[src/rtl/shift_cmd_scheduler_pkg.sv]
// Shared definitions for the shift command scheduler.
// - Operation and direction encodings understood by the barrel shifter.
// - The 14-bit queued command layout {data, op, dir, amount}.
// - The scheduler state enum.
package shift_cmd_scheduler_pkg;

  localparam logic [1:0] OP_STORE  = 2'd0;
  localparam logic [1:0] OP_ROTATE = 2'd1;
  localparam logic [1:0] OP_LSHIFT = 2'd2;
  localparam logic [1:0] OP_ASHIFT = 2'd3;

  localparam logic DIR_LEFT  = 1'b0;
  localparam logic DIR_RIGHT = 1'b1;

  localparam int unsigned CmdWidth = 14;

  typedef struct packed {
    logic [7:0] data;
    logic [1:0] op;
    logic       dir;
    logic [2:0] amount;
  } cmd_entry_t;

  typedef enum logic [1:0] {
    StIdle,
    StIssue,
    StWait,
    StOut
  } state_e;

  function automatic cmd_entry_t pack_cmd(input logic [7:0] data, input logic [1:0] op,
                                          input logic dir, input logic [2:0] amount);
    cmd_entry_t e;
    e.data   = data;
    e.op     = op;
    e.dir    = dir;
    e.amount = amount;
    return e;
  endfunction

endpackage

[src/rtl/shift_cmd_fifo.sv]
// Synchronous FIFO holding queued shift commands.
// Ports:
//   clk, rst  - clock, synchronous active-high reset (empties the FIFO)
//   push_i    - write wdata_i (ignored when full)
//   pop_i     - drop the head entry (ignored when empty)
//   wdata_i   - entry to write
//   rdata_o   - current head entry (valid when !empty_o)
//   full_o    - DEPTH entries held
//   empty_o   - no entries held
//   count_o   - occupancy, 0..DEPTH
module shift_cmd_fifo #(
  parameter int unsigned DEPTH = 4,
  parameter int unsigned Width = 14
) (
  input  logic                       clk,
  input  logic                       rst,
  input  logic                       push_i,
  input  logic                       pop_i,
  input  logic [Width-1:0]           wdata_i,
  output logic [Width-1:0]           rdata_o,
  output logic                       full_o,
  output logic                       empty_o,
  output logic [$clog2(DEPTH+1)-1:0] count_o
);

  localparam int unsigned PtrW = $clog2(DEPTH);
  localparam int unsigned CntW = $clog2(DEPTH + 1);

  logic [Width-1:0] mem_q [DEPTH];
  logic [PtrW-1:0]  wr_ptr_q, wr_ptr_d;
  logic [PtrW-1:0]  rd_ptr_q, rd_ptr_d;
  logic [CntW-1:0]  count_q, count_d;
  logic             push_ok, pop_ok;

  assign full_o  = (count_q == CntW'(DEPTH));
  assign empty_o = (count_q == '0);
  assign count_o = count_q;
  assign rdata_o = mem_q[rd_ptr_q];

  assign push_ok = push_i && !full_o;
  assign pop_ok  = pop_i && !empty_o;

  // DEPTH is a power of two, so pointer increments wrap naturally.
  always_comb begin
    wr_ptr_d = wr_ptr_q;
    rd_ptr_d = rd_ptr_q;
    count_d  = count_q;
    if (push_ok) wr_ptr_d = wr_ptr_q + PtrW'(1);
    if (pop_ok)  rd_ptr_d = rd_ptr_q + PtrW'(1);
    case ({push_ok, pop_ok})
      2'b10:   count_d = count_q + CntW'(1);
      2'b01:   count_d = count_q - CntW'(1);
      default: count_d = count_q;
    endcase
  end

  always_ff @(posedge clk) begin
    if (rst) begin
      wr_ptr_q <= '0;
      rd_ptr_q <= '0;
      count_q  <= '0;
    end else begin
      wr_ptr_q <= wr_ptr_d;
      rd_ptr_q <= rd_ptr_d;
      count_q  <= count_d;
    end
  end

  // Storage needs no reset: entries are only read while counted as valid.
  always_ff @(posedge clk) begin
    if (push_ok) mem_q[wr_ptr_q] <= wdata_i;
  end

endmodule

[src/rtl/shift_cmd_scheduler.sv]
// Command front-end for three_function_barrel_shifter.
// Queues shift commands, issues them one at a time to the shifter's registered inputs,
// waits out the shifter register stage, captures the result and offers it downstream
// on a valid/ready interface. Results leave in command order, at most one per 3 cycles.
// Ports:
//   clk, rst                  - clock, synchronous active-high reset
//   cmd_valid/cmd_ready       - command handshake (cmd_ready = FIFO not full)
//   cmd_data/op/dir/amount    - command fields
//   sh_*                      - registered drive to the shifter inputs
//   sh_out_data               - shifter result
//   res_valid/res_ready       - result handshake
//   res_data/res_op           - captured result and the op that produced it
//   cmd_count                 - FIFO occupancy
module shift_cmd_scheduler
  import shift_cmd_scheduler_pkg::*;
#(
  parameter int unsigned DEPTH = 4
) (
  input  logic                       clk,
  input  logic                       rst,
  input  logic                       cmd_valid,
  output logic                       cmd_ready,
  input  logic [7:0]                 cmd_data,
  input  logic [1:0]                 cmd_op,
  input  logic                       cmd_dir,
  input  logic [2:0]                 cmd_amount,
  output logic [7:0]                 sh_in_data,
  output logic [1:0]                 sh_operation,
  output logic                       sh_direction,
  output logic [2:0]                 sh_number_of_positions,
  input  logic [7:0]                 sh_out_data,
  output logic                       res_valid,
  input  logic                       res_ready,
  output logic [7:0]                 res_data,
  output logic [1:0]                 res_op,
  output logic [$clog2(DEPTH+1)-1:0] cmd_count
);

  state_e              state_q, state_d;
  cmd_entry_t          sh_q, sh_d;
  logic                res_valid_q, res_valid_d;
  logic [7:0]          res_data_q, res_data_d;
  logic [1:0]          res_op_q, res_op_d;

  cmd_entry_t          cmd_in;
  cmd_entry_t          fifo_head;
  logic [CmdWidth-1:0] fifo_rdata;
  logic                fifo_full, fifo_empty;
  logic                fifo_push, fifo_pop;

  assign cmd_in    = pack_cmd(cmd_data, cmd_op, cmd_dir, cmd_amount);
  assign fifo_head = fifo_rdata;
  // No bypass: a pop in the same cycle does not open the FIFO when full.
  assign cmd_ready = !fifo_full;
  assign fifo_push = cmd_valid && cmd_ready;

  shift_cmd_fifo #(
    .DEPTH (DEPTH),
    .Width (CmdWidth)
  ) u_fifo (
    .clk     (clk),
    .rst     (rst),
    .push_i  (fifo_push),
    .pop_i   (fifo_pop),
    .wdata_i (cmd_in),
    .rdata_o (fifo_rdata),
    .full_o  (fifo_full),
    .empty_o (fifo_empty),
    .count_o (cmd_count)
  );

  always_comb begin
    state_d     = state_q;
    sh_d        = sh_q;
    res_valid_d = res_valid_q;
    res_data_d  = res_data_q;
    res_op_d    = res_op_q;
    fifo_pop    = 1'b0;
    case (state_q)
      StIdle: begin
        if (!fifo_empty) begin
          sh_d     = fifo_head;
          fifo_pop = 1'b1;
          state_d  = StIssue;
        end
      end
      // Shifter captures sh_* on this edge.
      StIssue: state_d = StWait;
      // sh_q.op still names the in-flight command; sh_* only change on load edges.
      StWait: begin
        res_data_d  = sh_out_data;
        res_op_d    = sh_q.op;
        res_valid_d = 1'b1;
        state_d     = StOut;
      end
      StOut: begin
        if (res_ready) begin
          res_valid_d = 1'b0;
          if (!fifo_empty) begin
            sh_d     = fifo_head;
            fifo_pop = 1'b1;
            state_d  = StIssue;
          end else begin
            state_d = StIdle;
          end
        end
      end
      default: state_d = StIdle;
    endcase
  end

  always_ff @(posedge clk) begin
    if (rst) begin
      state_q     <= StIdle;
      sh_q        <= '0;
      res_valid_q <= 1'b0;
      res_data_q  <= '0;
      res_op_q    <= OP_STORE;
    end else begin
      state_q     <= state_d;
      sh_q        <= sh_d;
      res_valid_q <= res_valid_d;
      res_data_q  <= res_data_d;
      res_op_q    <= res_op_d;
    end
  end

  assign sh_in_data             = sh_q.data;
  assign sh_operation           = sh_q.op;
  assign sh_direction           = sh_q.dir;
  assign sh_number_of_positions = sh_q.amount;
  assign res_valid              = res_valid_q;
  assign res_data               = res_data_q;
  assign res_op                 = res_op_q;

endmodule

[config.mk]
export PLATFORM = sky130hd
export DESIGN_NAME = shift_cmd_scheduler
export DESIGN_NICKNAME = d
export VERILOG_FILES = /design/src/rtl/shift_cmd_scheduler_pkg.sv /design/src/rtl/shift_cmd_fifo.sv /design/src/rtl/shift_cmd_scheduler.sv
export SDC_FILE = /design/constraint.sdc
export NUM_CORES = 1
export LEC_CHECK = 0
export ABC_CLOCK_PERIOD_IN_PS = 3700
export BUFFER_PORTS_ARGS = -buffer_cell sky130_fd_sc_hd__buf_2
export CAP_MARGIN = 10
export CELL_PAD_IN_SITES_DETAIL_PLACEMENT = 0
export CELL_PAD_IN_SITES_GLOBAL_PLACEMENT = 1
export CORE_AREA = 2 2 94 96
export CTS_CLUSTER_DIAMETER = 200
export DETAILED_ROUTE_END_ITERATION = 10
export DIE_AREA = 0 0 96 98
export PLACE_DENSITY = 0.82
export SLEW_MARGIN = 10
export SYNTH_ARGS = -nofsm -noshare
export SYNTH_HDL_FRONTEND = slang
export SYNTH_SLANG_ARGS = --single-unit
[constraint.sdc]
create_clock -name clk -period 3.7 [get_ports clk]
set_clock_uncertainty 0.05 [all_clocks]
set_input_delay 0.555 -clock clk [delete_from_list [all_inputs] [get_ports clk]]
set_output_delay 0.555 -clock clk [all_outputs]
set_load 0.05 [all_outputs]
==> metrics.txt <==
status complete, no violations; Leak approximately 1.6 nW; Crit Path Class reg -> reg; CP max-delay cell dfxtp_1; Die W 96 um; GRT overflow 0; TritonRoute pass-1 iters 4; die area 9410 sq um; WL/cell 16.2 um; Post-CTS Setup Bufs 0; crit share post-route 65.9%; Hold Path Depth 1; antenna viol nets, final 0; top cell type's share of synthesized area 45.0%; total clock sinks 92; vias in the first global route 2137; number of flops mapped to enable cells by yosys between 50 and 60; relative slew slack 28.2%; DRC violations left 0; setup_tns 0 ns; Worst Path Max Fanout 5; Finished Cell Area around 4300 sq um; FFs w/ async S/R, synth 0%; CP endpoint kind flip-flop; dominant cell type by area after synthesis edfxtp_1; VDD IR max 0.278 mV; FF-to-FF path depth 9; CP bufs+invs 2; Post-Synthesis Cells 255; initial detailed-routing violation count 95; nets 338; CTS clock-pin slew for the worst setup and hold paths approximately 0.1 ns; Tot GR Track Use around 15%; # rows 34; delay-heaviest family, CP adder cells; first-pass GRT wire length 10700 um; setup violators final 0; root buf cell clkbuf_8; startpoint types flip-flop; starting density of the core between 40 and 50%; Period minus WS final approximately 2.4 ns; # resized after CTS 0; TritonCTS Buffers 9; crit path DAT 2.67 ns; max-cap viol count 0; Post-Synthesis Mean Instance Area approximately 15 sq um; CTS tree done; Slew Viols, Final 0; # diodes 0; I/O Buffers 54; RSZ-0062 raised after global routing no; worst reg2reg endpoint u_fifo.count_o[2]$_SDFFE_PP0P_; Fmax 410 MHz; Placer Congestion 0.762; placed cell areas 4030 sq um; worst slew pin tran roughly 1.1 ns; worst hold margin 0.365 ns; Cell Pwr Density 831 nW/um^2; Worst-Skew Late Latency about 0.35 ns; synth warn 0; Yosys reg bits 92; synth top area cells edfxtp_1 45%, dfxtp_1 19%, mux4_2 6.0%, ha_1 3.0%, o31ai_1 3.0%; critical path required time 3.93 ns; final wirelength 6720 um; hpwl dp 4420 um; H-tree level count 3; Die Span Y 98 um; Reg-to-Reg Start state_q[0]$_SDFFE_PP0P_; synth unique cells 35; core box area ~8500 sq um; area growth from synthesis to layout 13.9%; Vias 2193; cts hold-fix bufs 0; hold wc startpoint cmd_data[7]; Top FF cell, synth edfxtp_1; antenna violations before repair 0; DR vias/cell 5.28; sequential element share of the synthesized area 64.3%; Worst path max stage delay ~0.41 ns; critical path, cell by cell inv_1, ha_1, nor3_1, ha_1, inv_1, fa_1, xor2_1, or3_1, a21oi_1; share of layout cells above drive strength 1 28.3%; Min-Delay Endpoint u_fifo.mem_q[1][13]$_DFFE_PP_; post-synthesis net count 291; largest net degree at the start of global routing 37; Post-Syn Area 3730 sq um; Clock Tree Buf Depth 2; # IOs 55; Final Hold Vio Count 0; Reg2Reg Setup Slack 1.26 ns; Tightest Hold Check Type in -> reg
-- report_power, final --
group	internal, mW	switching (mW)	total, mW
Sequential	1.28	0.132	1.42
Clock	0.339	0.388	0.727
Combinational	0.438	0.954	1.39
Total	2.06	1.47	3.54
-- cell usage in the layout, fill, tap and decap left out, types with 2 or more instances in the layout --
cell type and count:
a21o_1 4, a21oi_1 22, and3_1 4, buf_2 54
buf_4 2, clkbuf_8 9, dfxtp_1 36, edfxtp_1 56
ha_1 9, inv_1 8, inv_8 4, mux2i_1 10
mux4_1 4, mux4_2 10, nand2_1 3, nand3_1 4
nand4_1 14, nor2_1 15, nor2b_1 4, o31ai_1 15
or3_1 2, xor2_1 2
-- worst max path at each step --
stage / startpoint / end / depth (start not counted)
global placement: state_q[0]$_SDFFE_PP0P_ / u_fifo.count_o[2]$_SDFFE_PP0P_ / 9
floorplan: u_fifo.count_o[0]$_SDFFE_PP0P_ / u_fifo.count_o[2]$_SDFFE_PP0P_ / 10
CTS: state_q[0]$_SDFFE_PP0P_ / u_fifo.count_o[2]$_SDFFE_PP0P_ / 9
detailed placement: state_q[0]$_SDFFE_PP0P_ / u_fifo.count_o[2]$_SDFFE_PP0P_ / 9
finish: state_q[0]$_SDFFE_PP0P_ / u_fifo.count_o[2]$_SDFFE_PP0P_ / 9
global route: state_q[0]$_SDFFE_PP0P_ / u_fifo.count_o[2]$_SDFFE_PP0P_ / 9
-- synthesized netlist by cell type, drive strengths merged (3+ instances only) --
master   n
buf     14
and3     4
nor2b    4
nand3    4
mux2i   10
edfxtp  56
dfxtp   36
inv      8
nand2    3
nor2    15
clkbuf   6
o31ai   15
ha       9
a21oi   23
a21o     4
mux4    14
nand4   14
-- registers in the layout, indices dropped and copies added, names as in the netlist, 2 cells and up, named ones only --
register	flops
sh_in_data	8
u_fifo.count_o	3
res_op	2
u_fifo.wr_ptr_q	2
u_fifo.mem_q	56
u_fifo.rd_ptr_q	2
sh_operation	2
sh_number_of_positions	3
res_data	8
state_q	2
-- stage by stage --
step                setup WS, ns  util [%]  cells  power (mW)
global route                1.05      50.2    415        3.73
floorplan                   1.11         -    255        2.56
detailed placement          1.30      47.6    399        2.83
global placement            1.36      47.6    399        2.80
CTS                         1.26      50.2    415        3.56
finish                      1.26      50.2    415        3.54
-- kinds of logic after synthesis --
logic type,Yosys count,synth area share (%)
buffers and inverters,28,4.29
and+or+nand+nor,53,8.01
adders and majority gates,10,3.55
AOI/OAI and AO/OA,45,7.51
xor gates and xnor gates,2,0.469
muxes,25,11.8
DFF,92,64.3
-- layer usage --
layer  GRT usage [%]  wire length, um  vias up
met1            19.8             2940     1041
met3            3.55              361       13
li1                -                -     1070
met4            5.93              108        0
met5               0                0        -
met2            24.2             3310       69
-- area by class of cell --
class / instances / area [sq um]
fillers: 745 / 4210
flip-flops and latches: 92 / 2400
multi-input cells: 135 / 1180
repair buffers: 56 / 285
well taps: 108 / 135
clock buffers: 9 / 124
clock inverters: 7 / 100
inverters: 8 / 30.0
Power figures use the tool's default switching activity.
